$ cat src/rtl/pic_pkg.sv
// pic_pkg: register offsets, FSM encoding and ID helpers shared by the
// interrupt controller files.
package pic_pkg;

  localparam int ID_W    = 3;
  localparam int HWINT_W = 6;

  localparam logic [2:0] OFF_CTRL    = 3'd0;
  localparam logic [2:0] OFF_MASK    = 3'd1;
  localparam logic [2:0] OFF_MODE    = 3'd2;
  localparam logic [2:0] OFF_PENDING = 3'd3;
  localparam logic [2:0] OFF_CLAIM   = 3'd4;
  localparam logic [2:0] OFF_EOI     = 3'd5;

  typedef enum logic [1:0] {
    IDLE    = 2'd0,
    ASSERT  = 2'd1,
    SERVICE = 2'd2
  } pic_state_e;

  // ID 0 means "none" and maps to an all-zero vector.
  function automatic logic [HWINT_W-1:0] id_to_onehot(input logic [ID_W-1:0] id);
    logic [HWINT_W-1:0] oh;
    oh = '0;
    for (int i = 0; i < HWINT_W; i++) begin
      if (id == ID_W'(i + 1)) oh[i] = 1'b1;
    end
    return oh;
  endfunction

endpackage

$ cat src/rtl/pic_if.sv
// pic_if: CPU bridge register port of the interrupt controller.
// A write transfer happens on every rising clk edge where sel && we; the
// slave is always ready, so there is no back-pressure. rdata is combinational
// from addr and valid in the same cycle.
interface pic_if;
  logic        sel;
  logic [2:0]  addr;
  logic [31:0] wdata;
  logic        we;
  logic [31:0] rdata;

  modport master (output sel, output addr, output wdata, output we, input rdata);
  modport slave  (input sel, input addr, input wdata, input we, output rdata);
endinterface

$ cat src/rtl/pic_prio_enc.sv
// pic_prio_enc: combinational priority encoder, lowest index wins; the
// returned ID is index+1 so that 0 can mean "no request".
module pic_prio_enc
  import pic_pkg::*;
#(
  parameter int N_SRC = 6
) (
  input  logic [N_SRC-1:0] req,
  output logic             valid,
  output logic [ID_W-1:0]  id
);

  always_comb begin
    valid = |req;
    id    = '0;
    for (int i = N_SRC - 1; i >= 0; i--) begin
      if (req[i]) id = ID_W'(i + 1);
    end
  end

endmodule

$ cat src/rtl/pic_ctrl.sv
// pic_ctrl: programmable interrupt controller driving CPU HWInt[7:2].
// Define PIC_SYNC_EN to add a 2-flop synchroniser on every irq_in line.
module pic_ctrl
  import pic_pkg::*;
#(
  parameter int N_SRC = 6
) (
  input  logic             clk,
  input  logic             reset,
  input  logic [N_SRC-1:0] irq_in,
  pic_if.slave             bus,
  output logic [5:0]       hwint,
  output pic_state_e       dbg_state_o
);

  logic               ctrl_en_q;
  logic [N_SRC-1:0]   mask_q, mode_q;
  logic [N_SRC-1:0]   smp, prev_q, rise;
  logic [N_SRC-1:0]   pend_q, pend_d, pend_clr, claim_clr;
  pic_state_e         state_q, state_d;
  logic [ID_W-1:0]    sel_id_q, sel_id_d, in_svc_q, in_svc_d;
  logic [HWINT_W-1:0] hwint_q, hwint_d, sel_oh;
  logic [N_SRC-1:0]   sel_vec;
  logic               cand_valid;
  logic [ID_W-1:0]    cand_id, wr_id;
  logic               wr_en, wr_ctrl, wr_mask, wr_mode, wr_pend, wr_claim, wr_eoi;
  logic [31:0]        rdata_c;
  logic               unused_wdata;

  assign wr_en    = bus.sel & bus.we;
  assign wr_ctrl  = wr_en && (bus.addr == OFF_CTRL);
  assign wr_mask  = wr_en && (bus.addr == OFF_MASK);
  assign wr_mode  = wr_en && (bus.addr == OFF_MODE);
  assign wr_pend  = wr_en && (bus.addr == OFF_PENDING);
  assign wr_claim = wr_en && (bus.addr == OFF_CLAIM);
  assign wr_eoi   = wr_en && (bus.addr == OFF_EOI);
  assign wr_id    = bus.wdata[ID_W-1:0];
  assign unused_wdata = ^bus.wdata[31:N_SRC];

`ifdef PIC_SYNC_EN
  logic [N_SRC-1:0] sync1_q, sync2_q;

  always_ff @(posedge clk or negedge reset) begin
    if (!reset) begin
      sync1_q <= '0;
      sync2_q <= '0;
    end else begin
      sync1_q <= irq_in;
      sync2_q <= sync1_q;
    end
  end

  assign smp = sync2_q;
`else
  assign smp = irq_in;
`endif

  assign rise = smp & ~prev_q;

  always_ff @(posedge clk or negedge reset) begin
    if (!reset) begin
      ctrl_en_q <= 1'b0;
      mask_q    <= '0;
      mode_q    <= '0;
    end else begin
      if (wr_ctrl) ctrl_en_q <= bus.wdata[0];
      if (wr_mask) mask_q    <= bus.wdata[N_SRC-1:0];
      if (wr_mode) mode_q    <= bus.wdata[N_SRC-1:0];
    end
  end

  // A new edge beats a same-cycle software or claim clear.
  assign pend_clr = ({N_SRC{wr_pend}} & bus.wdata[N_SRC-1:0]) | claim_clr;

  always_comb begin
    pend_d = pend_q;
    for (int i = 0; i < N_SRC; i++) begin
      if (mode_q[i]) pend_d[i] = rise[i] | (pend_q[i] & ~pend_clr[i]);
      else           pend_d[i] = smp[i];
    end
  end

  always_ff @(posedge clk or negedge reset) begin
    if (!reset) begin
      prev_q <= '0;
      pend_q <= '0;
    end else begin
      prev_q <= smp;
      pend_q <= pend_d;
    end
  end

  pic_prio_enc #(.N_SRC(N_SRC)) u_prio_enc (
    .req   (pend_q & mask_q),
    .valid (cand_valid),
    .id    (cand_id)
  );

  assign sel_oh  = id_to_onehot(sel_id_q);
  assign sel_vec = sel_oh[N_SRC-1:0];

  always_comb begin
    state_d   = state_q;
    sel_id_d  = sel_id_q;
    in_svc_d  = in_svc_q;
    claim_clr = '0;
    case (state_q)
      IDLE: begin
        if (ctrl_en_q && cand_valid) begin
          sel_id_d = cand_id;
          state_d  = ASSERT;
        end
      end
      ASSERT: begin
        // Claim is checked first so it wins over a same-cycle withdraw.
        if (wr_claim && (wr_id == sel_id_q)) begin
          state_d   = SERVICE;
          in_svc_d  = sel_id_q;
          sel_id_d  = '0;
          claim_clr = sel_vec;
        end else if (!ctrl_en_q || !(|(sel_vec & mask_q & pend_q))) begin
          state_d  = IDLE;
          sel_id_d = '0;
        end
      end
      SERVICE: begin
        if (wr_eoi && (wr_id == in_svc_q)) begin
          in_svc_d = '0;
          state_d  = IDLE;
        end
      end
      default: state_d = IDLE;
    endcase
    hwint_d = (state_d == ASSERT) ? id_to_onehot(sel_id_d) : '0;
  end

  always_ff @(posedge clk or negedge reset) begin
    if (!reset) begin
      state_q  <= IDLE;
      sel_id_q <= '0;
      in_svc_q <= '0;
      hwint_q  <= '0;
    end else begin
      state_q  <= state_d;
      sel_id_q <= sel_id_d;
      in_svc_q <= in_svc_d;
      hwint_q  <= hwint_d;
    end
  end

  assign hwint       = hwint_q;
  assign dbg_state_o = state_q;

  always_comb begin
    rdata_c = '0;
    if (reset) begin
      case (bus.addr)
        OFF_CTRL:    rdata_c[0]         = ctrl_en_q;
        OFF_MASK:    rdata_c[N_SRC-1:0] = mask_q;
        OFF_MODE:    rdata_c[N_SRC-1:0] = mode_q;
        OFF_PENDING: rdata_c[N_SRC-1:0] = pend_q;
        OFF_CLAIM:   if (state_q == ASSERT) rdata_c[ID_W-1:0] = sel_id_q;
        OFF_EOI:     rdata_c[ID_W-1:0]  = in_svc_q;
        default:     rdata_c = '0;
      endcase
    end
  end

  assign bus.rdata = rdata_c;

endmodule

$ cat src/flat_wrapper.sv
// flat-port wrapper written by rule: the top's interface ports become plain ports
module pic_ctrl_flat import pic_pkg::*;
#(
  parameter int N_SRC = 6
)
  (clk, reset, irq_in, hwint, dbg_state_o, bus_sel, bus_addr, bus_wdata, bus_we, bus_rdata);
  pic_if bus_i ();
  input  logic clk;
  input  logic reset;
  input  logic [N_SRC-1:0] irq_in;
  output logic [5:0] hwint;
  output pic_state_e dbg_state_o;
  input wire logic [$bits(bus_i.sel)-1:0] bus_sel;
  input wire logic [$bits(bus_i.addr)-1:0] bus_addr;
  input wire logic [$bits(bus_i.wdata)-1:0] bus_wdata;
  input wire logic [$bits(bus_i.we)-1:0] bus_we;
  output wire logic [$bits(bus_i.rdata)-1:0] bus_rdata;
  assign bus_i.sel = bus_sel;
  assign bus_i.addr = bus_addr;
  assign bus_i.wdata = bus_wdata;
  assign bus_i.we = bus_we;
  assign bus_rdata = bus_i.rdata;
  pic_ctrl #(.N_SRC(N_SRC)) u_core (.clk(clk), .reset(reset), .irq_in(irq_in), .bus(bus_i), .hwint(hwint), .dbg_state_o(dbg_state_o));
endmodule
$ cat config.mk
export PLATFORM = sky130hd
export DESIGN_NAME = pic_ctrl_flat
export DESIGN_NICKNAME = d
export VERILOG_FILES = /design/src/rtl/pic_pkg.sv /design/src/rtl/pic_if.sv /design/src/rtl/pic_prio_enc.sv /design/src/rtl/pic_ctrl.sv /design/src/flat_wrapper.sv
export SDC_FILE = /design/constraint.sdc
export NUM_CORES = 1
export LEC_CHECK = 0
export BUFFER_PORTS_ARGS = -buffer_cell sky130_fd_sc_hd__buf_2
export CAP_MARGIN = 20
export CORE_MARGIN = 5
export CORE_UTILIZATION = 50
export CTS_CLUSTER_DIAMETER = 50
export DETAILED_ROUTE_END_ITERATION = 8
export GPL_ROUTABILITY_DRIVEN = 0
export PLACE_DENSITY_LB_ADDON = 0.1
export SLEW_MARGIN = 20
export SYNTH_ARGS = -nofsm -noshare
export SYNTH_HDL_FRONTEND = slang
export SYNTH_SLANG_ARGS = --single-unit
$ cat constraint.sdc
create_clock -name clk -period 5.4 [get_ports clk]
set_input_delay 0.81 -clock clk [delete_from_list [all_inputs] [get_ports clk]]
set_output_delay 0.81 -clock clk [all_outputs]
set_load 0.005 [all_outputs]
==> results of run 1 <==
final cells by class:
| cell class | instances | area (um^2) | share of cell area |
|---|---|---|---|
| multi-input cells | 192 | 1240 | 0.483 |
| repair buffers | 32 | 160 | 0.0621 |
| inverters | 6 | 22.5 | 0.00874 |
| clock buffers | 5 | 68.8 | 0.0267 |
| flip-flops and latches | 39 | 976 | 0.379 |
| well taps | 54 | 67.6 | 0.0262 |
| clock inverters | 2 | 37.5 | 0.0146 |
cell usage in the layout (no fill, tap or decap), types with 5 or more instances in the layout:
cell / netlist / layout
clkbuf_8: 0 / 5
o21ai_0: 9 / 9
inv_1: 6 / 6
nand3_1: 9 / 9
conb_1: 1 / 26
a22o_1: 5 / 5
a21oi_1: 7 / 7
dfrtp_1: 39 / 39
nand2_1: 31 / 31
buf_2: 1 / 32
nor2_1: 16 / 16
ha_1: 6 / 6
mux2_2: 15 / 15
worst register-to-register path, stage by stage (launching register included):
cell,delay (ns)
dfrtp_1,0.56
xor2_1,0.24
or4_4,0.57
or2_1,0.32
o21a_1,0.14
o211ai_2,0.27
and4bb_2,0.28
power groups by stage:
stage | sequential (mW) | clock, mW | combinational (mW)
after floorplan | 0.412 | 0 | 0.290
after global placement | 0.459 | 0 | 0.324
after detailed placement | 0.461 | 0 | 0.334
after CTS | 0.454 | 0.245 | 0.337
after global routing | 0.467 | 0.262 | 0.375
final | 0.458 | 0.239 | 0.335
cells in the mapped netlist, types with 5 or more instances:
| cell type | count | area (um^2) |
|---|---|---|
| inv_1 | 6 | 22.5 |
| a22o_1 | 5 | 43.8 |
| nand2_1 | 31 | 116 |
| o21ai_0 | 9 | 45.0 |
| ha_1 | 6 | 75.1 |
| mux2_2 | 15 | 169 |
| nor2_1 | 16 | 60.1 |
| nand3_1 | 9 | 45.0 |
| buf_4 | 26 | 195 |
| dfrtp_1 | 39 | 976 |
| a21oi_1 | 7 | 35.0 |
flip-flops by register name (all words and copies together) (netlist names):
signal	count
u_core.dbg_state_o	2
u_core.prev_q	6
u_core.pend_q	6
u_core.hwint	6
u_core.ctrl_en_q	1
u_core.sel_id_q	3
u_core.mask_q	6
u_core.in_svc_q	3
u_core.mode_q	6
logic make-up (layout without fill, tap and decap cells):
| logic type | count (synthesis) | in the layout | share of synthesized area |
|---|---|---|---|
| other | 1 | 26 | 0.00158 |
| AOI/OAI and AO/OA | 51 | 51 | 0.160 |
| DFF | 39 | 39 | 0.411 |
| and+or+nand+nor | 84 | 84 | 0.181 |
| muxes | 19 | 19 | 0.0879 |
| adders and majority gates | 6 | 6 | 0.0316 |
| xor gates and xnor gates | 6 | 6 | 0.0221 |
| buffers and inverters | 38 | 45 | 0.105 |
metal layers:
layer  vias to the layer above  track usage
met4                         0       0.0619
met3                         8       0.0329
met1                       944        0.279
met5                         -            0
li1                        890            -
met2                        85        0.277
worst paths after layout:
| path | endpoint | slack, ns | startpoint |
|---|---|---|---|
| setup reg to reg | u_core.hwint[2] | 2.91 | u_core.sel_id_q[0] |
| setup / recovery | bus_rdata[4] | 2.53 | reset |
| hold / removal | u_core.pend_q[3] | 0.51 | u_core.prev_q[3] |
| min in group asynchronous | u_core.mode_q[3] | 0.64 | reset |
| hold reg to reg | u_core.pend_q[3] | 0.51 | u_core.prev_q[3] |
| max in group asynchronous | u_core.dbg_state_o[1] | 4.19 | reset |
==> flow_summary.ini, run 1 <==
[die]
row_count = 25
core_area_um2 = 4660
dieWidth_um = 78.9
start_util = 0.510
die_area_um2 = 6230
die_y_um = 78.9
io_pins = 85

[synth]
yosys_register_bits = 39
synth_area_um2 = 2380
avgSynthCellArea_um2 = 9.74
synth-edff-count = 0
async_flop_share = 1.00
seq_area_frac_synth = 0.411
syn_inst = 244
synth_top_flop_cell = dfrtp_1
synth-warning-count = 0
synthDistinctLibCells = 53

[sta]
min_period_ns = 2.87
fin_crit_sh = 0.532
timing.final.max_slew_violations = 0
setup_viol_count_final = 0
hold_ws_ns = 0.510
rsz0062_at_grt = no
slew_headroom = 0.395
setup_slack_ns = 2.53
final_hold_viol_count = 0
fin_tns_setup_ns = 0
tightest_slew_ns = 0.907
clock_skew_ns = 0.00265
fmax_ghz = 0.348

[critical_path]
cp_top_family = buffers and inverters
cp_max_fo = 42
cp-end-kind = primary output
cp.required_ns = 4.59
worst-path-stages = 4
criticalPathCategory = input port to primary output
cp_slowest_stage_delay_ns = 0.68
critPathLaunchType = input port
critPathSlowestCell = buf_2
critPathArrivalTime_ns = 2.06
path_cells = buf_2, nand3_1, nor2_1, buf_2
cpMostUsedCell = buf_2
worstPathBufferInverterCount = 2
reg2regPathDepth = 6

[layout]
nets = 327
drive_gt1_frac = 0.217
utilization = 0.553
design_area_um2 = 2580
area_growth_pct = 8.48
fin_cells = 330
diodes = 0
fillerInstances = 441

[pwr]
p_int_mw = 0.649
fin_total_pwr_mw = 1.03
power_density_nw_per_um2 = 400
p_clk_frac = 0.232
power_leakage_nw = 1.19
vdd_drop_max_mv = 0.244
combPwrFrac = 0.325
power.net_switching_mw = 0.382
swShare = 0.370
p_seq_frac = 0.444

[routing]
ant_nets = 0
route.detailed.drc = 0
wl_per_cell_um = 16.8
wl_met1_mm = 2.54
drtIter0Drc = 153
wl_met2_mm = 2.48
wl_met3_um = 440
first_pass_iters = 5
routed.top_layer = met4
routed-via-count = 1927
wirelength_mm = 5.53
viasPerCell = 5.84

[clock_tree]
cts_tree = built
cts_inserted_buffers = 5
postCtsSetupBuffers = 0
root_buffer = clkbuf_8
clockBufferDepth = 2
hold_buffers = 0
cts-htree-levels = 2
cts.sinks = 39
cts_resized = 0
clkLatencyLatePin_ns = 0.29
clk_pin_slew_ns = 0.08

[global_route]
track_usage = 0.188
grt_pass1_vias = 1798
antenna_found_initial = 0
grt_max_degree = 43
grt.overflow.total = 0
grt_pass1_wl_mm = 8.98

[place]
dpl-instance-area_um2 = 2470
place_inst = 323
port_buffers = 32
dp_hpwl_mm = 4.01
dp_slack_ns = 2.43

[status]
outcome = completed

[min_path]
holdPathStages = 3
hold_path_class = flop to flop

[run]
maxCapViolCount = 0
No activity file was read; power rests on OpenSTA's default activity.
==> inputs of run 2 (changes only) <==
--- a/config.mk
+++ b/config.mk
@@ -8,7 +8,7 @@
 export BUFFER_PORTS_ARGS = -buffer_cell sky130_fd_sc_hd__buf_2
 export CAP_MARGIN = 20
 export CORE_MARGIN = 5
-export CORE_UTILIZATION = 50
+export CORE_UTILIZATION = 45
 export CTS_CLUSTER_DIAMETER = 50
 export DETAILED_ROUTE_END_ITERATION = 8
 export GPL_ROUTABILITY_DRIVEN = 0
==> constraint.sdc (replaced) <==
create_clock -name clk -period 2.5 [get_ports clk]
set_input_delay 0.375 -clock clk [delete_from_list [all_inputs] [get_ports clk]]
set_output_delay 0.375 -clock clk [all_outputs]
set_load 0.005 [all_outputs]
==> run 2 against run 1 <==
  * First-iteration DRC count increased by 19%
  * Non-clock buffer count grew 10
  * Sequential power is 100% higher
  * Sequential share of layout area is 1.6 points lower
  * Combinational power up 150%
  * Count of clock-buffer cells in the layout unchanged
  * Total power is 120% higher
  * Critical path type is now flop to flop
  * Highest routed layer unchanged
==> flow_summary.ini, run 2 (same netlist as run 1, synthesis figures left out) <==
[status]
outcome = completed

[die]
row_count = 26
dieWidth_um = 82.7
io_pins = 85
die_y_um = 82.7
die_area_um2 = 6830
start_util = 0.465
core_area_um2 = 5110

[global_route]
antenna_found_initial = 0
track_usage = 0.182
grt_max_degree = 37
grt_pass1_vias = 1806
use_met1 = 0.267
grt_pass1_wl_mm = 9.21
use_met2 = 0.260
met3_usage = 0.0434
grt.overflow.total = 0
grt.busiest_layer = met1

[sta]
setup_viol_count_final = 0
final_hold_viol_count = 0
fin_crit_sh = 0.923
tightest_slew_ns = 0.585
min_period_ns = 2.31
slew_headroom = 0.609
timing.final.max_slew_violations = 0
clock_skew_ns = 0.00586
fin_tns_setup_ns = 0
rsz0062_at_grt = no
fmax_ghz = 0.433

[critical_path]
critPathArrivalTime_ns = 2.50
cp_max_fo = 8
criticalPathCategory = flop to flop
reg2regPathDepth = 6
cp-end-kind = flop
critPathLaunchType = flop
cp.required_ns = 2.69

[place]
port_buffers = 32
place_inst = 348
dpl-instance-area_um2 = 2570
dp_hpwl_mm = 4.29

[routing]
viasPerCell = 5.36
drtIter0Drc = 182
first_pass_iters = 4
route.detailed.drc = 0
routed-via-count = 1909
wl_per_cell_um = 16.0
wirelength_mm = 5.70
ant_nets = 0

[pwr]
combPwrFrac = 0.364
p_int_mw = 1.46
p_seq_frac = 0.408
p_clk_frac = 0.228
power.net_switching_mw = 0.832
vdd_drop_max_mv = 0.426
power_density_nw_per_um2 = 853
swShare = 0.363
power_leakage_nw = 1.25

[clock_tree]
cts_tree = built
cts-htree-levels = 2
cts_resized = 0
cts_inserted_buffers = 5
clkLatencyLatePin_ns = 0.29
root_buffer = clkbuf_8
clk_pin_slew_ns = 0.08
clockBufferDepth = 2
cts.sinks = 39

[layout]
final_common_cell = dfrtp_1
drive_gt1_frac = 0.241
nets = 337
area_growth_pct = 13.1
design_area_um2 = 2690
final_cell_mix = 39 x dfrtp_1, 32 x buf_2, 31 x nand2_1, 26 x conb_1, 16 x nor2_1
fin_cells = 356
diodes = 0
fillerInstances = 505

[run]
maxCapViolCount = 0

[min_path]
holdPathStages = 1
hold_path_class = input port to flop
==> run 2: power by group through the flow <==
stage	clock network (mW)	logic, mW	registers [mW]
3_5_place_dp	0	0.835	0.943
5_1_grt	0.562	0.941	0.956
3_3_place_gp	0	0.825	0.942
6_report	0.522	0.835	0.935
4_1_cts	0.531	0.837	0.931
2_1_floorplan	0	0.627	0.889
==> run 2: repair_timing <==
item,in CTS,in global routing
buffers inserted,0,0
hold endpoints to repair,3,0
hold buffers,1,0
==> run 2: area by class of cell <==
| class | instances | area [um^2] | share of cell area |
|---|---|---|---|
| clock buffer | 5 | 68.8 | 0.0256 |
| multi-input combinational | 192 | 1240 | 0.463 |
| tap | 70 | 87.6 | 0.0326 |
| sequential | 39 | 976 | 0.363 |
| inverter | 6 | 22.5 | 0.00838 |
| clock inverter | 2 | 37.5 | 0.0140 |
| timing repair buffer | 42 | 250 | 0.0931 |
==> run 2: critical path: stages (launching register included) <==
cell     delay, ns
dfrtp_1       0.48
xor2_1        0.20
or4_4         0.51
nor3_1        0.27
o22ai_1       0.16
a21o_1        0.27
nor4b_1       0.32
==> run 2: path summary, 6_finish.rpt <==
| check | from | end | slack [ns] |
|---|---|---|---|
| setup reg to reg | u_core.sel_id_q[1] | u_core.hwint[0] | 0.19 |
| hold / removal | irq_in[5] | u_core.prev_q[5] | 0.20 |
| min in group asynchronous | reset | u_core.in_svc_q[1] | 0.45 |
| max in group asynchronous | reset | u_core.dbg_state_o[0] | 1.37 |
| hold reg to reg | u_core.prev_q[3] | u_core.pend_q[3] | 0.50 |
| setup / recovery | u_core.sel_id_q[1] | u_core.hwint[0] | 0.19 |
==> run 2: layer usage <==
layer  share of wire  wire length (um)
met1            0.46              2640
met2            0.43              2470
met5               0                 0
met4           0.013                73
met3           0.091               520
==> run 2: stage by stage <==
stage               worst slack, ns  hold WS (ns)  total power [mW]   util
floorplan                     0.352        0.0794              1.52      -
detailed placement            0.154         0.210              1.78  0.503
global placement              0.166         0.207              1.77  0.503
CTS                           0.190         0.192              2.30  0.526
global route                 0.0339         0.186              2.46  0.526
finish                        0.193         0.198              2.29  0.526
==> inputs of run 3 (changes only) <==
--- a/config.mk
+++ b/config.mk
@@ -5,10 +5,11 @@
 export SDC_FILE = /design/constraint.sdc
 export NUM_CORES = 1
 export LEC_CHECK = 0
+export ABC_AREA = 1
 export BUFFER_PORTS_ARGS = -buffer_cell sky130_fd_sc_hd__buf_2
 export CAP_MARGIN = 20
 export CORE_MARGIN = 5
-export CORE_UTILIZATION = 45
+export CORE_UTILIZATION = 46
 export CTS_CLUSTER_DIAMETER = 50
 export DETAILED_ROUTE_END_ITERATION = 8
 export GPL_ROUTABILITY_DRIVEN = 0
@@ -17,3 +18,4 @@
 export SYNTH_ARGS = -nofsm -noshare
 export SYNTH_HDL_FRONTEND = slang
 export SYNTH_SLANG_ARGS = --single-unit
+export TNS_END_PERCENT = 100
==> run 3 against run 2 <==
  * Synthesized cell count rose by 42%
  * Via count rose by 13%
  * Clock skew grew 0.0018 ns
  * Die area is 4.9% higher
  * Design area rose by 3.0%
  * Critical path depth increased by 1
  * Count of clock-buffer cells in the layout is 1 higher
  * Final cell count rose by 27%
  * Largest power group unchanged
==> flow_summary.ini, run 3 <==
[sta]
clock_skew_ns = 0.00761
fin_crit_sh = 0.938
timing.final.max_slew_violations = 0
fmax_ghz = 0.427
setup_slack_ns = 0.156
fin_tns_setup_ns = 0
setup_viol_count_final = 0
rsz0062_at_grt = no
final_hold_viol_count = 0
min_period_ns = 2.34
slew_headroom = 0.658
tightest_slew_ns = 0.511

[pwr]
power_density_nw_per_um2 = 769
vdd_drop_max_mv = 0.356
power_leakage_nw = 1.50

[min_path]
hold_path_class = input port to flop

[die]
row_count = 27
io_pins = 85
die_area_um2 = 7170
core_area_um2 = 5470
start_util = 0.469
dieWidth_um = 84.7
die_y_um = 84.7

[synth]
syn_inst = 347
synth_common_cells = 105 x nand2_1, 39 x dfrtp_1, 39 x inv_1, 28 x nor2_1, 27 x buf_4
seq_area_frac_synth = 0.380
synth_area_um2 = 2560
async_flop_share = 1.00
netlist_top_cells_area = dfrtp_1 38%, nand2_1 15%, buf_4 7.9%, inv_1 5.7%, nand3_1 4.1%
synth_top_cell_area_share = 0.380
synth-edff-count = 0
synth-warning-count = 0
avgSynthCellArea_um2 = 7.39
synthDistinctLibCells = 32
synth.most_common_cell = nand2_1
yosys_register_bits = 39
synth_top_flop_cell = dfrtp_1
synth_top_area_cell = dfrtp_1

[critical_path]
critPathSlowestCell = dfrtp_1
path_cells = inv_1, ha_2, inv_1, o32ai_1, a211oi_1, a21oi_1, buf_2
critPathArrivalTime_ns = 1.97
cp_slowest_stage_delay_ns = 0.44
cp-end-kind = primary output
cpMostUsedCell = inv_1
cp_top_family = compound AO/OA/AOI/OAI gates
criticalPathCategory = flop to primary output
worstPathBufferInverterCount = 3
cp.required_ns = 2.12
critPathLaunchType = flop
cp_max_fo = 6

[routing]
first_pass_iters = 4
route.detailed.drc = 0
viasPerCell = 4.79
routed-via-count = 2163
wl_per_cell_um = 12.7
ant_nets = 0
wirelength_mm = 5.75
drtIter0Drc = 164

[clock_tree]
cts-htree-levels = 2
clkLatencyLatePin_ns = 0.29
clockBufferDepth = 2
cts_tree = built
cts.sinks = 39
clk_pin_slew_ns = 0.08
cts_inserted_buffers = 5
root_buffer = clkbuf_8
postCtsSetupBuffers = 0

[place]
port_buffers = 32
dp_slack_ns = 0.465
dp_hpwl_mm = 4.61

[global_route]
antenna_found_initial = 0
track_usage = 0.169
grt.overflow.total = 0
grt_pass1_wl_mm = 9.79
grt_pass1_vias = 2057
grt_max_degree = 28

[layout]
final_cell_mix = 105 x nand2_1, 39 x inv_1, 39 x dfrtp_1, 32 x buf_2, 28 x nor2_1
area_growth_pct = 7.90
drive_gt1_frac = 0.179
nets = 431
fillerInstances = 592
utilization = 0.506
diodes = 0
final_common_cell = nand2_1

[run]
maxCapViolCount = 0

[status]
outcome = completed
==> run 3: cell count changes after synthesis, moves of 5 or more <==
cell / before / now
inv_1: 6 / 39
a22o_1: 5 / 0
nand3_2: 0 / 7
o21ai_0: 9 / 17
nand2_1: 31 / 105
nand3_1: 9 / 21
nor2_2: 0 / 5
nor2_1: 16 / 28
mux2_2: 15 / 0
==> run 3: what timing repair did <==
item / 4_1_cts / 5_1_grt
hold endpoints to repair: 12 / 0
hold buffers: 1 / 0
resized for setup: 0 / 1
endpoints found under the setup margin: 0 / 1
==> run 3: cell families after synthesis <==
| family | count (synthesis) | synth area share |
|---|---|---|
| compound gates | 44 | 0.110 |
| fa+ha+maj | 6 | 0.0293 |
| buf+inv | 78 | 0.166 |
| flops | 39 | 0.380 |
| other cells | 1 | 0.00146 |
| simple gates | 179 | 0.313 |
==> run 3: report_power, final <==
group | leakage (nW) | total (mW) | internal [mW] | switching, mW
Sequential | 0.491 | 0.908 | 0.760 | 0.148
Combinational | 0.965 | 0.788 | 0.279 | 0.509
Clock | 0.0470 | 0.433 | 0.217 | 0.217
Total | 1.50 | 2.13 | 1.26 | 0.874
==> run 3: layer usage <==
metal,part of all wire,GRT usage
met5,0,0
met4,0.0094,0.0345
met3,0.066,0.0334
met2,0.45,0.265
met1,0.47,0.241
==> run 3: layout make-up <==
class	count	area [um^2]	share of cell area
multi-input cells	255	1260	0.455
clock buffers	6	82.6	0.0298
repair buffers	34	178	0.0642
flip-flops and latches	39	976	0.353
well taps	72	90.1	0.0325
inverters	45	176	0.0637
clock inverters	1	5.00	0.00181
==> run 3: per-stage QoR <==
step	area (um^2)	cells	hold WS [ns]	total power [mW]
global route	2770	452	0.191	2.33
finish	2770	452	0.202	2.13
CTS	2770	452	0.191	2.16
floorplan	2660	372	0.0794	1.56
detailed placement	2670	444	0.308	1.71
global placement	2670	444	0.298	1.70
==> run 3: worst reg2reg max path, stage by stage, from the launching register on <==
cell      delay [ns]
dfrtp_1         0.55
inv_4           0.09
nand3_1         0.15
nor2_1          0.06
nor2_1          0.13
nand3_2         0.13
nand3b_1        0.12
nand3_2         0.11
nor2_4          0.15
nand2_2         0.08
nor2_1          0.10
==> run 3: path summary, 6_finish.rpt <==
kind | start | to | slack, ns | depth (start not counted)
max in group asynchronous | reset | u_core.hwint[4] | 1.30 | 3
min reg2reg | u_core.prev_q[2] | u_core.pend_q[2] | 0.49 | 3
max | u_core.dbg_state_o[1] | bus_rdata[2] | 0.16 | 7
max reg2reg | u_core.sel_id_q[2] | u_core.hwint[3] | 0.75 | 10
min in group asynchronous | reset | u_core.in_svc_q[2] | 0.52 | 2
min | irq_in[4] | u_core.prev_q[4] | 0.20 | 1
